===== config.mk =====
export PLATFORM = sky130hd
export DESIGN_NAME = sync_counter_n_flat
export DESIGN_NICKNAME = d
export VERILOG_FILES = /design/src/rtl/sync_counter_n_if.sv /design/src/rtl/sync_counter_n.sv /design/src/flat_wrapper.sv
export SDC_FILE = /design/constraint.sdc
export NUM_CORES = 1
export LEC_CHECK = 0
export ABC_AREA = 0
export BUFFER_PORTS_ARGS = -buffer_cell sky130_fd_sc_hd__buf_2
export CAP_MARGIN = 0
export CORE_MARGIN = 8
export CORE_UTILIZATION = 35
export DETAILED_ROUTE_END_ITERATION = 16
export HOLD_SLACK_MARGIN = 0.15
export PLACE_DENSITY = 0.56
export SLEW_MARGIN = 10
export SYNTH_ARGS = -nofsm -noshare
export SYNTH_HDL_FRONTEND = slang
export SYNTH_SLANG_ARGS = --single-unit
export TNS_END_PERCENT = 1

===== constraint.sdc =====
create_clock -name clk -period 1.8 [get_ports clk]
set_input_delay 0 -clock clk [delete_from_list [all_inputs] [get_ports clk]]
set_output_delay 0 -clock clk [all_outputs]
set_load 0.05 [all_outputs]

===== src/rtl/sync_counter_n_if.sv =====
// Control/status bundle for sync_counter_n.
// The master drives the start/stop, load and direction controls; the counter (slave) returns count and status.
interface sync_counter_n_if #(
    parameter int WIDTH = 8
);
    logic             s_s;
    logic             l;
    logic             up;
    logic [WIDTH-1:0] d;
    logic [WIDTH-1:0] c;
    logic             tc;
    logic             busy;
    logic             done;

    modport master (
        output s_s, l, up, d,
        input  c, tc, busy, done
    );

    modport slave (
        input  s_s, l, up, d,
        output c, tc, busy, done
    );
endinterface


===== src/rtl/sync_counter_n.sv =====
// Parametrised up/down counter with a programmable modulus, a start/stop FSM,
// a registered terminal-count pulse and an optional one-shot stop at terminal.
//
// state | meaning
// IDLE  | not counting, c holds
// RUN   | counted on the last edge
// DONE  | one-shot reached terminal; holds until load or clr
module sync_counter_n #(
    parameter int          WIDTH    = 8,
    parameter int unsigned MAX_VAL  = 2**WIDTH - 1,
    parameter int          ONE_SHOT = 0
) (
    input  logic                 clk,
    input  logic                 clr,
    sync_counter_n_if.slave      bus
);
    localparam logic [WIDTH-1:0] MAX_C = WIDTH'(MAX_VAL);

    typedef enum logic [1:0] {
        ST_IDLE = 2'd0,
        ST_RUN  = 2'd1,
        ST_DONE = 2'd2
    } state_t;

    state_t           state_q, state_d;
    logic [WIDTH-1:0] c_q, c_d;
    logic             tc_q, tc_d;
    logic             at_term;
    logic [WIDTH-1:0] count_val;
    logic [WIDTH-1:0] load_val;

    always_comb begin
        state_d   = state_q;
        c_d       = c_q;
        tc_d      = 1'b0;
        at_term   = bus.up ? (c_q == MAX_C) : (c_q == '0);
        load_val  = (bus.d > MAX_C) ? MAX_C : bus.d;
        // Wrap within 0..MAX_VAL rather than relying on 2**WIDTH rollover.
        if (bus.up) begin
            count_val = at_term ? '0 : c_q + WIDTH'(1);
        end else begin
            count_val = at_term ? MAX_C : c_q - WIDTH'(1);
        end

        if (bus.l) begin
            c_d     = load_val;
            state_d = bus.s_s ? ST_RUN : ST_IDLE;
        end else if (state_q != ST_DONE) begin
            if (bus.s_s) begin
                state_d = ST_RUN;
                if (at_term) begin
                    tc_d = 1'b1;
                    if (ONE_SHOT != 0) begin
                        state_d = ST_DONE;
                    end else begin
                        c_d = count_val;
                    end
                end else begin
                    c_d = count_val;
                end
            end else begin
                state_d = ST_IDLE;
            end
        end
    end

    always_ff @(posedge clk) begin
        if (clr) begin
            state_q <= ST_IDLE;
            c_q     <= '0;
            tc_q    <= 1'b0;
        end else begin
            state_q <= state_d;
            c_q     <= c_d;
            tc_q    <= tc_d;
        end
    end

    assign bus.c    = c_q;
    assign bus.tc   = tc_q;
    assign bus.busy = (state_q == ST_RUN);
    assign bus.done = (ONE_SHOT != 0) && (state_q == ST_DONE);
endmodule

===== src/flat_wrapper.sv =====
// flat-port wrapper written by rule: the top's interface ports become plain ports
module sync_counter_n_flat 
#(
    parameter int          WIDTH    = 8,
    parameter int unsigned MAX_VAL  = 2**WIDTH - 1,
    parameter int          ONE_SHOT = 0
)
  (clk, clr, bus_s_s, bus_l, bus_up, bus_d, bus_c, bus_tc, bus_busy, bus_done);
  sync_counter_n_if #(.WIDTH(WIDTH)) bus_i ();
  input  logic clk;
  input  logic clr;
  input wire logic [$bits(bus_i.s_s)-1:0] bus_s_s;
  input wire logic [$bits(bus_i.l)-1:0] bus_l;
  input wire logic [$bits(bus_i.up)-1:0] bus_up;
  input wire logic [$bits(bus_i.d)-1:0] bus_d;
  output wire logic [$bits(bus_i.c)-1:0] bus_c;
  output wire logic [$bits(bus_i.tc)-1:0] bus_tc;
  output wire logic [$bits(bus_i.busy)-1:0] bus_busy;
  output wire logic [$bits(bus_i.done)-1:0] bus_done;
  assign bus_i.s_s = bus_s_s;
  assign bus_i.l = bus_l;
  assign bus_i.up = bus_up;
  assign bus_i.d = bus_d;
  assign bus_c = bus_i.c;
  assign bus_tc = bus_i.tc;
  assign bus_busy = bus_i.busy;
  assign bus_done = bus_i.done;
  sync_counter_n #(.WIDTH(WIDTH), .MAX_VAL(MAX_VAL), .ONE_SHOT(ONE_SHOT)) u_core (.clk(clk), .clr(clr), .bus(bus_i));
endmodule

==> results of run 1 <==
==> layer usage <==
| layer | up-vias | GRT usage, % | wire length (um) |
|---|---|---|---|
| met5 | - | 0 | 0 |
| met4 | 0 | 4.360 | 26 |
| met3 | 4 | 3.912 | 240 |
| met2 | 50 | 20.66 | 1296 |
| met1 | 466 | 15.60 | 1156 |
| li1 | 487 | - | - |
==> kinds of logic (layout without fill, tap and decap cells) <==
| group | count (synthesis) | in the layout |
|---|---|---|
| xor gates and xnor gates | 6 | 6 |
| DFF | 10 | 10 |
| and+or+nand+nor | 38 | 38 |
| buffers and inverters | 17 | 56 |
| other | 1 | 1 |
| adders and majority gates | 2 | 2 |
| AOI/OAI and AO/OA | 37 | 37 |
==> power breakdown <==
| part | internal, W | switching (W) | total [W] | leakage, nW |
|---|---|---|---|---|
| combinational | 0.000132 | 0.000177 | 0.000309 | 0.396 |
| sequential | 0.000238 | 0.0000288 | 0.000267 | 0.0846 |
| clock | 0.0000774 | 0.0000860 | 0.000163 | 0.0138 |
==> layout make-up <==
type                            count  share of cell area, %
Inverter                            7                  2.172
Sequential cell                    10                  17.37
Tap cell                           30                  3.102
Timing Repair Buffer               46                  26.27
Multi-Input combinational cell     84                  49.22
Clock buffer                        3                  1.861
==> per-stage QoR <==
stage	instances	hold slack (ns)
after floorplan	111	0.1469
after detailed placement	156	0.2612
after global placement	156	0.2606
after global routing	180	0.1911
after CTS	170	0.1788
final	180	0.1757
==> worst max path at each step <==
stage	startpoint	endpoint	slack, ns
6_report	u_core.bus.c[0]	u_core.bus.c[3]	0.04
5_1_grt	u_core.bus.c[1]	u_core.bus.c[3]	-0.06
4_1_cts	u_core.bus.c[0]	u_core.bus.c[3]	0.02
3_5_place_dp	u_core.bus.c[0]	u_core.bus.c[3]	0.05
3_3_place_gp	u_core.bus.c[0]	u_core.bus.c[3]	0.11
2_1_floorplan	u_core.bus.c[0]	u_core.bus.c[3]	-0.03
==> worst register-to-register path, cell delays in order, from the launching register on <==
cell	delay, ns
dfxtp_4	0.36
inv_2	0.08
ha_4	0.13
or4b_4	0.48
nor3_4	0.25
o31ai_2	0.09
a221oi_2	0.26
==> state kept, by name (all words and copies together) (netlist names) <==
| name | flops |
|---|---|
| u_core.bus.c | 8 |
| u_core.state_q | 1 |
| u_core.bus.tc | 1 |
==> repair_timing <==
item                                    4_1_cts  5_1_grt
resized for setup                             0        5
hold endpoints to repair                      9        0
endpoints found under the setup margin        0        5
hold buffers                                 11        0
setup buffers                                 0       10
==> cell usage after synthesis, types with 4 or more instances <==
| library cell | number |
|---|---|
| nor2_1 | 8 |
| inv_1 | 7 |
| nand2_1 | 4 |
| a21oi_1 | 6 |
| buf_2 | 5 |
| dfxtp_1 | 10 |
| o21a_1 | 6 |
| o21ai_0 | 7 |
| xor2_1 | 5 |
| nor3_1 | 4 |
| clkbuf_1 | 4 |
==> impl_results.md, run 1 <==
* Util after Layout at 50.68%
* Most common cell after layout, fill and taps aside: buf_2
* Clk_skew at 0.002946 ns
* Clock sink count at 10
* Layout fillers at 253
* Ys flop type: dfxtp_1
* Initial antenna violation count at 0
* Endpoints failing setup at 0
* Initial Util at 35.90%
* Routed wire length at 2719 um
* Setup TNS at 0 ns
* FF-to-FF setup slack at 0.04 ns
* Die W at 65.49 um
* Critical Path Sink Type: register
* Max-Cap Viols at 0
* Final layout net count at 167
* Data required, critical path at 1.98 ns
* Count of cell types in the netlist at 43
* HP Start: bus_d[3]
* Antenna diodes at 0
* Peak VDD IR at 363.2 uV
* Reg2Reg Depth at 6
* Die H at 65.49 um
* Asr flop ratio synth at 0%
* Syn_area_per_cell at 7.721 um^2
* CTS tree: done
* Clk slew on worst S/H paths at 0.07 ns
* Pre-CTS setup slack at 0.05413 ns
* Crit-path slowest cell: or4b_4
* Number of synthesized flops with an enable pin at 0
* Hold Crit Depth at 3
* Syn Inst Count at 111
* Worst path depth at 6
* Most frequent cells in the layout: 22 x buf_2, 13 x buf_4, 11 x dlygate4sd3_1
* Final Instance Area at 1210 um^2
* Area of the multi-input gates at 595.6 um^2
* Placed Area at 984.7 um^2
* Clk_lat worst skew at 0.27 ns
* Post-Synth Simple-Gate Area at 28.03%
* FF-to-FF End: u_core.bus.c[3]
* Mapped Nets at 126
* Crit-path cells: inv_2 -> ha_4 -> or4b_4 -> nor3_4 -> o31ai_2 -> a221oi_2
* Num CTS Buffers at 3
* CP top delay family: simple AND/OR/NAND/NOR gates
* DP HPWL at 1846 um
* Final WS setup at 0.04228 ns
* Complex-gate fraction of the synthesized area at 30.51%
* Status: finished clean
* Pwr Density at 610.6 nW/um^2
* Max Freq at 568.9 MHz
* Htree depth at 1
* FF+latch area at 210.2 um^2
* Multiplexer share of the synthesized area at 0%
* Worst Setup Path Type: reg -> reg
* Largest net degree at the start of global routing at 18
* Total GRT Usage at 12.76%
* Slew Limit Fails at 0
* Area grow syn2layout at 41.17%
* Routed vias/inst at 5.594
* Sum of buffers and inverters on the critical path at 1
* Crit path arrival time at 1.94 ns
* Core area at 2387 um^2
* Synth warnings at 0
* Detailed Routing Iterations Pass 1 at 4
* Final Hold Viols at 0
* Largest family of logic cells by synthesized area: compound AO/OA/AOI/OAI gates
* Reg2reg start: u_core.bus.c[0]
* Number of global-route vias before repair at 973
* Layout cells sized above 1 at 32.67%
* LEAKAGE at 0.4948 nW
* Period utilization at 97.65%
* Post-route ant nets at 0
* Hold Path Class: in -> reg
* # IOs at 24
* DRC viols at 0
* Startpoint types: register
* First-pass GRT wire length at 4402 um
* DR WL/cell at 15.11 um
* Clk Tree Root Cell: clkbuf_4
* GPL Wtd Cong at 0.8257
* Row count at 18
* Fin crit period at 1.758 ns
* Buffers added on ports at 22
* RSZ-0062 raised after global routing: true
* Delay of the slowest critical-path stage at 0.48 ns
* Cell taking the most area after synthesis: dfxtp_1
* Power, Total at 0.0007388 W
* Synth Area in Adders at 2.920%
* Congestion Overflow GR at 0
* Top-area cell type share of the netlist area at 23.36%
* FF+latch count, synth at 10
* Register area share after synthesis at 23.36%
* XOR/XNOR share of the synthesized area at 6.131%
* Iter 0 DRT Violations at 48
* Via count at 1007
* Clock Tree Buf Depth at 2
* Worst hold path endpoint: u_core.bus.c[3]
* Die area at 4288 um^2
* Synth Cell Area at 857.1 um^2
* CP Max Fanout at 4
* Largest cells by area after synthesis: dfxtp_1 23%, o21a_1 5.3%, xor2_1 5.1%
(Power assumes the default switching activity.)
==> run 2, diff against run 1 <==
--- a/config.mk
+++ b/config.mk
@@ -6,13 +6,13 @@
 export NUM_CORES = 1
 export LEC_CHECK = 0
 export ABC_AREA = 0
-export BUFFER_PORTS_ARGS = -buffer_cell sky130_fd_sc_hd__buf_2
 export CAP_MARGIN = 0
 export CORE_MARGIN = 8
 export CORE_UTILIZATION = 35
 export DETAILED_ROUTE_END_ITERATION = 16
+export DONT_BUFFER_PORTS = 1
 export HOLD_SLACK_MARGIN = 0.15
-export PLACE_DENSITY = 0.56
+export PLACE_DENSITY = 0.48
 export SLEW_MARGIN = 10
 export SYNTH_ARGS = -nofsm -noshare
 export SYNTH_HDL_FRONTEND = slang
==> impl_results.md, run 2 (synthesized netlist as in run 1, its figures left out) <==
* Area grow syn2layout at 27.15%
* DR WL/cell at 16.93 um
* Buffers added on ports at 0
* Post-CTS Setup Bufs at 0
* # IOs at 24
* Pwr Density at 651.3 nW/um^2
* Slew Limit Fails at 0
* Startpoint types: register
* Max-Cap Viols at 0
* Via count at 898
* DRC viols at 0
* Routed vias/inst at 5.684
* Setup TNS at 0 ns
* Endpoints failing setup at 0
* Clk_skew at 0.006374 ns
* Status: finished clean
* Clock sink count at 10
* Most frequent cells in the layout: 12 x dlygate4sd3_1, 11 x buf_4, 8 x nor2_1
* Clock Tree Buf Depth at 2
* First-pass GRT wire length at 4505 um
* Clk slew on worst S/H paths at 0.08 ns
* Initial Util at 35.90%
* Detailed Routing Iterations Pass 1 at 4
* Number of global-route vias before repair at 923
* Num CTS Buffers at 3
* Most common cell after layout, fill and taps aside: dlygate4sd3_1
* Fin crit period at 1.768 ns
* Data required, critical path at 1.99 ns
* RSZ-0062 raised after global routing: true
* Htree depth at 1
* Period utilization at 98.23%
* Final Hold Viols at 0
* Clk_lat worst skew at 0.28 ns
* CTS tree: done
* GPL Wtd Cong at 0.8747
* Post-route ant nets at 0
* Final layout net count at 145
* Iter 0 DRT Violations at 48
* Worst-Margin Slew at 0.6293 ns
* Max reg flops at 8
* Core area at 2387 um^2
* Hold Crit Depth at 4
* DP HPWL at 1878 um
* Reg2Reg Depth at 6
* Largest net degree at the start of global routing at 18
* Worst Setup Path Type: reg -> reg
* Die H at 65.49 um
* Total GRT Usage at 13.36%
* Hold Path Class: in -> reg
* Critical Path Sink Type: register
* Rel. slew slack at 58.05%
* Cells after DPL at 142
* Congestion Overflow GR at 0
* Finished Layout Cells at 158
* Max Freq at 565.6 MHz
* Row count at 18
* Clk Tree Root Cell: clkbuf_4
* Peak VDD IR at 360.4 uV
* Antenna diodes at 0
* CP Max Fanout at 8
* Layout cells sized above 1 at 17.97%
* Die W at 65.49 um
* LEAKAGE at 0.4047 nW
* Die area at 4288 um^2
* Initial antenna violation count at 0
* Routed wire length at 2675 um
* Crit path arrival time at 1.96 ns
[run 2: layout make-up]
class,count,area [um^2]
clock buffers,3,22.52
fillers,260,1297
inverters,7,26.28
multi-input cells,84,583.1
flip-flops and latches,10,205.2
well taps,30,37.54
repair buffers,24,215.2
[run 2: worst paths after layout]
check                           slack [ns]       startpoint               to
worst max-delay path                  0.03  u_core.bus.c[0]  u_core.bus.c[3]
worst min-delay path                  0.17          bus_s_s  u_core.bus.c[6]
worst max register to register        0.03  u_core.bus.c[0]  u_core.bus.c[3]
worst min register to register        0.69  u_core.bus.c[7]    u_core.bus.tc
[run 2: metrics by stage]
| step | cell area (um^2) | total power [W] | setup WS (ns) | hold WS [ns] | utilization [%] |
|---|---|---|---|---|---|
| finish | 1090 | 0.0007098 | 0.03182 | 0.1679 | 45.65 |
| floorplan | 862.1 | 0.0004650 | -0.03173 | 0.1469 | - |
| CTS | 1087 | 0.0007079 | 0.03232 | 0.1597 | 45.55 |
| global route | 1090 | 0.0007482 | -0.06921 | 0.1948 | 45.65 |
| global placement | 934.6 | 0.0005041 | 0.1003 | 0.06120 | 39.15 |
| detailed placement | 934.6 | 0.0005047 | 0.04843 | 0.06600 | 39.15 |
[run 2: what timing repair did]
action,CTS,global route
hold endpoints to repair,10,0
hold buffers,13,0
setup endpoints to repair,0,3
resized for setup,0,1
[run 2: power by group]
group | switching [W] | total, W | internal (W)
sequential | 0.0000322 | 0.000271 | 0.000239
combinational | 0.000161 | 0.000270 | 0.000109
clock | 0.0000907 | 0.000168 | 0.0000776
total | 0.000284 | 0.000710 | 0.000426
[run 2: worst max-delay path: stages, from the launching register on]
cell	delay [ns]
dfxtp_2	0.36
inv_1	0.10
ha_1	0.17
or4b_4	0.49
nor3_4	0.20
o31ai_2	0.10
a221oi_2	0.25
[run 2: per-layer routing]
metal  vias up  routed length [um]  global-route usage [%]
li1        449                   -                       -
met1       414                1292                   17.98
met2        27                1164                   19.07
met3         8                 160                   3.571
met4         0                  57                   6.540
met5         -                   0                       0
